[config.mk]
export PLATFORM = sky130hd
export DESIGN_NAME = sop_edge_counter
export DESIGN_NICKNAME = d
export VERILOG_FILES = /design/src/rtl/sop_edge_counter_pkg.sv /design/src/rtl/sop_edge_counter_sync_2ff.sv /design/src/rtl/sop_edge_counter.sv
export SDC_FILE = /design/constraint.sdc
export NUM_CORES = 1
export LEC_CHECK = 0
export CAP_MARGIN = 20
export CORE_UTILIZATION = 45
export DETAILED_ROUTE_END_ITERATION = 8
export PLACE_DENSITY_LB_ADDON = 0.1
export SYNTH_ARGS = -nofsm -noshare
export SYNTH_HDL_FRONTEND = slang
export SYNTH_HIERARCHICAL = 1
export SYNTH_SLANG_ARGS = --single-unit
export TNS_END_PERCENT = 100
[constraint.sdc]
create_clock -name clk -period 1.75 [get_ports clk]
set_input_delay 0.175 -clock clk [delete_from_list [all_inputs] [get_ports clk]]
set_output_delay 0.175 -clock clk [all_outputs]
set_load 0.01 [all_outputs]
[src/rtl/sop_edge_counter_pkg.sv]
// Shared definitions for the sum-of-products edge counter and later stages
// that consume the same debounced Y signal.
package sop_edge_counter_pkg;

  // Debounce FSM states. The encodings are fixed so that the display/check
  // logic can decode the state bits directly.
  typedef enum logic [1:0] {
    S_LOW  = 2'd0,
    S_RISE = 2'd1,
    S_HIGH = 2'd2,
    S_FALL = 2'd3
  } dbnc_state_e;

  // Width of the stable-sample counter. It only ever holds values from
  // 0 to stable_cycles-1, so clog2 of the cycle count is always enough.
  function automatic int dcnt_width(input int stable_cycles);
    return (stable_cycles < 2) ? 1 : $clog2(stable_cycles);
  endfunction

endpackage : sop_edge_counter_pkg

[src/rtl/sop_edge_counter_sync_2ff.sv]
// Two-flop synchroniser for a single asynchronous bit. It resets to 0 and is
// shared with the later stages that also sample Y.
module sync_2ff (
  input  logic clk,
  input  logic rst_n,
  input  logic d,
  output logic q
);

  logic meta;

  // First flop may go metastable; the second gives it a full cycle to settle.
  always_ff @(posedge clk or negedge rst_n) begin
    if (!rst_n) begin
      meta <= 1'b0;
      q    <= 1'b0;
    end else begin
      // NOTE: non-blocking assignments let both flops sample their inputs on
      // the same edge; blocking ones would collapse the chain into one flop.
      meta <= d;
      q    <= meta;
    end
  end

endmodule : sync_2ff

[src/rtl/sop_edge_counter.sv]
// Consumer of the AND-OR stage output Y: synchronises it, debounces it with
// a four-state FSM, emits one pulse per accepted rising edge and counts the
// edges, with sticky threshold and overflow flags for the display logic.
module sop_edge_counter
  import sop_edge_counter_pkg::*;
#(
  parameter int CNT_W         = 4,
  parameter int STABLE_CYCLES = 4,
  parameter int THRESH        = 3
) (
  input  logic             clk,
  input  logic             rst_n,
  input  logic             y_in,
  input  logic             en,
  input  logic             clr,
  output logic             y_clean,
  output logic             rise_pulse,
  output logic [CNT_W-1:0] count,
  output logic             thresh_hit,
  output logic             overflow
);

  localparam int                DCNT_W    = dcnt_width(STABLE_CYCLES);
  // A level is accepted on the sample that finds dcnt at its last value,
  // which makes STABLE_CYCLES consecutive samples including the first.
  localparam logic [DCNT_W-1:0] DCNT_LAST = DCNT_W'(STABLE_CYCLES - 1);
  localparam logic [DCNT_W-1:0] DCNT_ONE  = DCNT_W'(1);
  localparam logic [CNT_W-1:0]  THRESH_V  = CNT_W'(THRESH);

  logic              y_s;
  dbnc_state_e       state_q, state_d;
  logic [DCNT_W-1:0] dcnt_q, dcnt_d;
  logic              y_clean_d;
  logic              rise_d;
  logic [CNT_W-1:0]  cnt_inc;

  // Bring the asynchronous Y into the clk domain; the FSM sees only y_s.
  sync_2ff u_sync (
    .clk   (clk),
    .rst_n (rst_n),
    .d     (y_in),
    .q     (y_s)
  );

  // Debounce next-state logic: any disagreeing sample during a pending
  // transition sends the FSM back to the settled level it came from.
  always_comb begin
    // NOTE: every variable gets a default first so that no path through the
    // case below leaves it unassigned, which would infer a latch.
    state_d   = state_q;
    dcnt_d    = dcnt_q;
    y_clean_d = y_clean;
    rise_d    = 1'b0;
    unique case (state_q)
      S_LOW: begin
        if (y_s) begin
          state_d = S_RISE;
          dcnt_d  = DCNT_ONE;
        end
      end
      S_RISE: begin
        if (!y_s) begin
          state_d = S_LOW;
          dcnt_d  = '0;
        end else if (dcnt_q == DCNT_LAST) begin
          state_d   = S_HIGH;
          dcnt_d    = '0;
          y_clean_d = 1'b1;
          rise_d    = 1'b1;
        end else begin
          dcnt_d = dcnt_q + DCNT_ONE;
        end
      end
      S_HIGH: begin
        if (!y_s) begin
          state_d = S_FALL;
          dcnt_d  = DCNT_ONE;
        end
      end
      S_FALL: begin
        if (y_s) begin
          state_d = S_HIGH;
          dcnt_d  = '0;
        end else if (dcnt_q == DCNT_LAST) begin
          state_d   = S_LOW;
          dcnt_d    = '0;
          y_clean_d = 1'b0;
        end else begin
          dcnt_d = dcnt_q + DCNT_ONE;
        end
      end
      default: begin
        state_d = S_LOW;
        dcnt_d  = '0;
      end
    endcase
  end

  // Debounce state register; y_clean and rise_pulse are registered here so
  // no input reaches an output combinationally.
  always_ff @(posedge clk or negedge rst_n) begin
    if (!rst_n) begin
      state_q    <= S_LOW;
      dcnt_q     <= '0;
      y_clean    <= 1'b0;
      rise_pulse <= 1'b0;
    end else begin
      state_q    <= state_d;
      dcnt_q     <= dcnt_d;
      y_clean    <= y_clean_d;
      rise_pulse <= rise_d;
    end
  end

  assign cnt_inc = count + CNT_W'(1);

  // Event counter with sticky flags; clear wins over a coincident pulse,
  // and the pulse is only counted while enabled.
  always_ff @(posedge clk or negedge rst_n) begin
    if (!rst_n) begin
      count      <= '0;
      thresh_hit <= 1'b0;
      overflow   <= 1'b0;
    end else if (clr) begin
      count      <= '0;
      thresh_hit <= 1'b0;
      overflow   <= 1'b0;
    end else if (rise_pulse && en) begin
      count <= cnt_inc;
      if (count == '1) begin
        overflow <= 1'b1;
      end
      if (cnt_inc == THRESH_V) begin
        thresh_hit <= 1'b1;
      end
    end
  end

endmodule : sop_edge_counter

==> impl_results.md <==
- Fin crit period: 1.508 ns
- 1st-iter DRT viols: 17
- Crit end category: flop
- Post-CTS Resized: 0
- Setup TNS Final: 0 ns
- Syn_nets: 61
- Worst-Margin Slew: 0.5847 ns
- Layout Nets: 79
- Grt ovf: 0
- Sequential share of the synthesized area: 0.5932
- Via density: 5.202
- WP data required: 1.95 ns
- H-tree depth: 1
- WHS: 0.2668 ns
- Distinct cell type count after synthesis: 19
- Largest net degree at the start of global routing: 15
- Pleak: 0.3428 nW
- Initial antenna violation count: 0
- Port bufs: 12
- Routed WL: 947 um
- Chip width: ~38 um
- Crit path max fanout: 4
- Die ar.: 1461 sq um
- Drt drc: 0
- Synthesized flop and latch total: 14
- Max VDD drop: ~690 uV
- First-pass GRT wire length: 1.566 mm
- Crit start category: flop
- Clock Latency Late Sink: 0.27 ns
- Row count: 12
- Setup bufs post-CTS: 0
- Area grow syn2layout: 30.72%
- Max cap viols: 0
- Synth warn: 6
- Root Buffer: clkbuf_4
- Vias in the first global route: slightly below 400
- # setup viols final: 0
- Wire per inst: between 10 and 15 um
- Antenna-violating nets left: 0
- Slew HR: 0.6090
- Clk_skew: 0.002076 ns
- Via count: about 440
- Unrepaired setup endpoints after global routing: no
- Slew Limit Fails: 0
- Clock Pin Slew Worst Setup and Hold Paths: 0.08 ns
- CTS tree: built
- Die height: approximately 38 um
- Max Freq: 0.6629 GHz
- Share of cells above drive strength 1: 0.08571
- Syn_area_per_cell: roughly 11 sq um
- ANT cells: 0
- PwrDens: 999.0 nW/um^2
- Status: completed
- Synthesized instance count: 53
- Core footprint: 1156 sq um
- Fin crit share: 0.8620
- GR Util All Layers: 0.1602
- First-pass DRT Iterations: 4
- CTS buffer count: 3
- Clock sinks: 14
- I/O pin count: 13
- Placer Congestion: ~0.75
- Post-DP HPWL: between 700 and 800 um
- CTS Buffer Depth: 2
- Synth Cell Area: 590.6 sq um
- Worst setup path class: flop to flop
- Worst endpoint data arrival time: 1.71 ns
- Hold crit path type: input pin to async pin
- # hold bufs at CTS: 0
- Initial core utilization: 0.5108
- Final hold viol count: 0
-- synthesized netlist by cell type --
library cell	n	area, sq um
o22ai_1	1	6.260
dfrtp_1	14	350.3
nand3_1	3	15.01
nand2_1	5	18.77
or3_1	1	6.260
xor2_1	2	17.52
and2_1	1	6.260
or4b_1	1	10.01
a21oi_1	2	10.01
nor2_1	4	15.01
o21a_1	1	7.510
and3_1	1	6.260
xnor2_1	3	26.28
ha_1	3	37.54
nand2b_1	1	6.260
inv_1	2	7.510
a31oi_1	2	12.51
or2_2	1	6.260
o21ai_0	5	25.02
-- path summary, 6_finish.rpt --
check | start | to | slack [ns] | depth (start not counted)
min reg2reg | u_sync/meta$_DFF_PN0_ | u_sync/q$_DFF_PN0_ | 0.36 | 0
max | count[0]$_DFFE_PN0P_ | thresh_hit$_DFFE_PN0P_ | 0.24 | 4
max reg2reg | count[0]$_DFFE_PN0P_ | thresh_hit$_DFFE_PN0P_ | 0.24 | 4
max in group asynchronous | rst_n | rise_pulse$_DFF_PN0_ | 1.10 | 1
min in group clk | y_in | u_sync/meta$_DFF_PN0_ | 0.33 | 1
min | rst_n | state_q[0]$_DFFE_PN0P_ | 0.27 | 1
-- final cells by class --
cell class | instances | area, sq um
clock buffers | 4 | 36.28
fillers | 86 | 384.1
inverters | 2 | 7.507
multi-input cells | 37 | 232.7
flip-flops and latches | 14 | 350.3
well taps | 14 | 17.52
repair buffers | 13 | 127.6
-- flip-flops by register name (all words and copies together) (netlist names), named ones only --
signal,cells
count,4
dcnt_q,2
overflow,1
rise_pulse,1
state_q,1
thresh_hit,1
u_sync/meta,1
u_sync/q,1
y_clean,1
-- cells in the final DEF (no fill, tap or decap) --
cell,instances
o21a_1,1
nor2_1,4
clkbuf_8,1
clkbuf_4,3
or3_1,1
dfrtp_1,14
a31oi_1,2
nand3_1,3
xor2_1,2
or2_2,1
a21oi_1,2
clkdlybuf4s50_1,12
or4b_1,1
ha_1,3
and3_1,1
buf_4,1
inv_1,2
xnor2_1,3
and2_1,1
nand2_1,5
o21ai_0,5
nand2b_1,1
o22ai_1,1
-- worst max-delay path: stages, from the launching register on --
cell and delay, ns:
dfrtp_1 0.42, ha_1 0.23, xor2_1 0.16, or4b_1 0.50, o22ai_1 0.13
-- power breakdown --
part | total, mW | internal (mW) | switching (mW)
registers | 0.417 | 0.371 | 0.0458
clock network | 0.226 | 0.126 | 0.0995
logic | 0.128 | 0.0672 | 0.0609
-- layer usage --
layer / track usage / wire length [um]
met5: 0 / 0
met1: 0.2085 / 463
met4: 0.02679 / 0
met2: 0.2500 / 424
met3: 0.06977 / 59
-- kinds of logic after synthesis --
logic type | after synthesis | synth area share
and+or+nand+nor | 18 | 0.1526
DFF | 14 | 0.5932
AOI/OAI and AO/OA | 11 | 0.1038
xor gates and xnor gates | 5 | 0.07417
adders and majority gates | 3 | 0.06357
buffers and inverters | 2 | 0.01272
-- metrics by stage --
step | utilization | std cells | area [sq um] | power, mW | worst slack, ns
2_1_floorplan | - | 53 | 590.6 | 0.4998 | 0.2675
3_3_place_gp | 0.6364 | 80 | 735.7 | 0.5466 | 0.2653
3_5_place_dp | 0.6364 | 80 | 735.7 | 0.5537 | 0.2569
4_1_cts | 0.6677 | 84 | 772.0 | 0.7810 | 0.2303
5_1_grt | 0.6677 | 84 | 772.0 | 0.8277 | 0.1752
6_report | 0.6677 | 84 | 772.0 | 0.7712 | 0.2416
No activity file was read; power rests on OpenSTA's default activity.
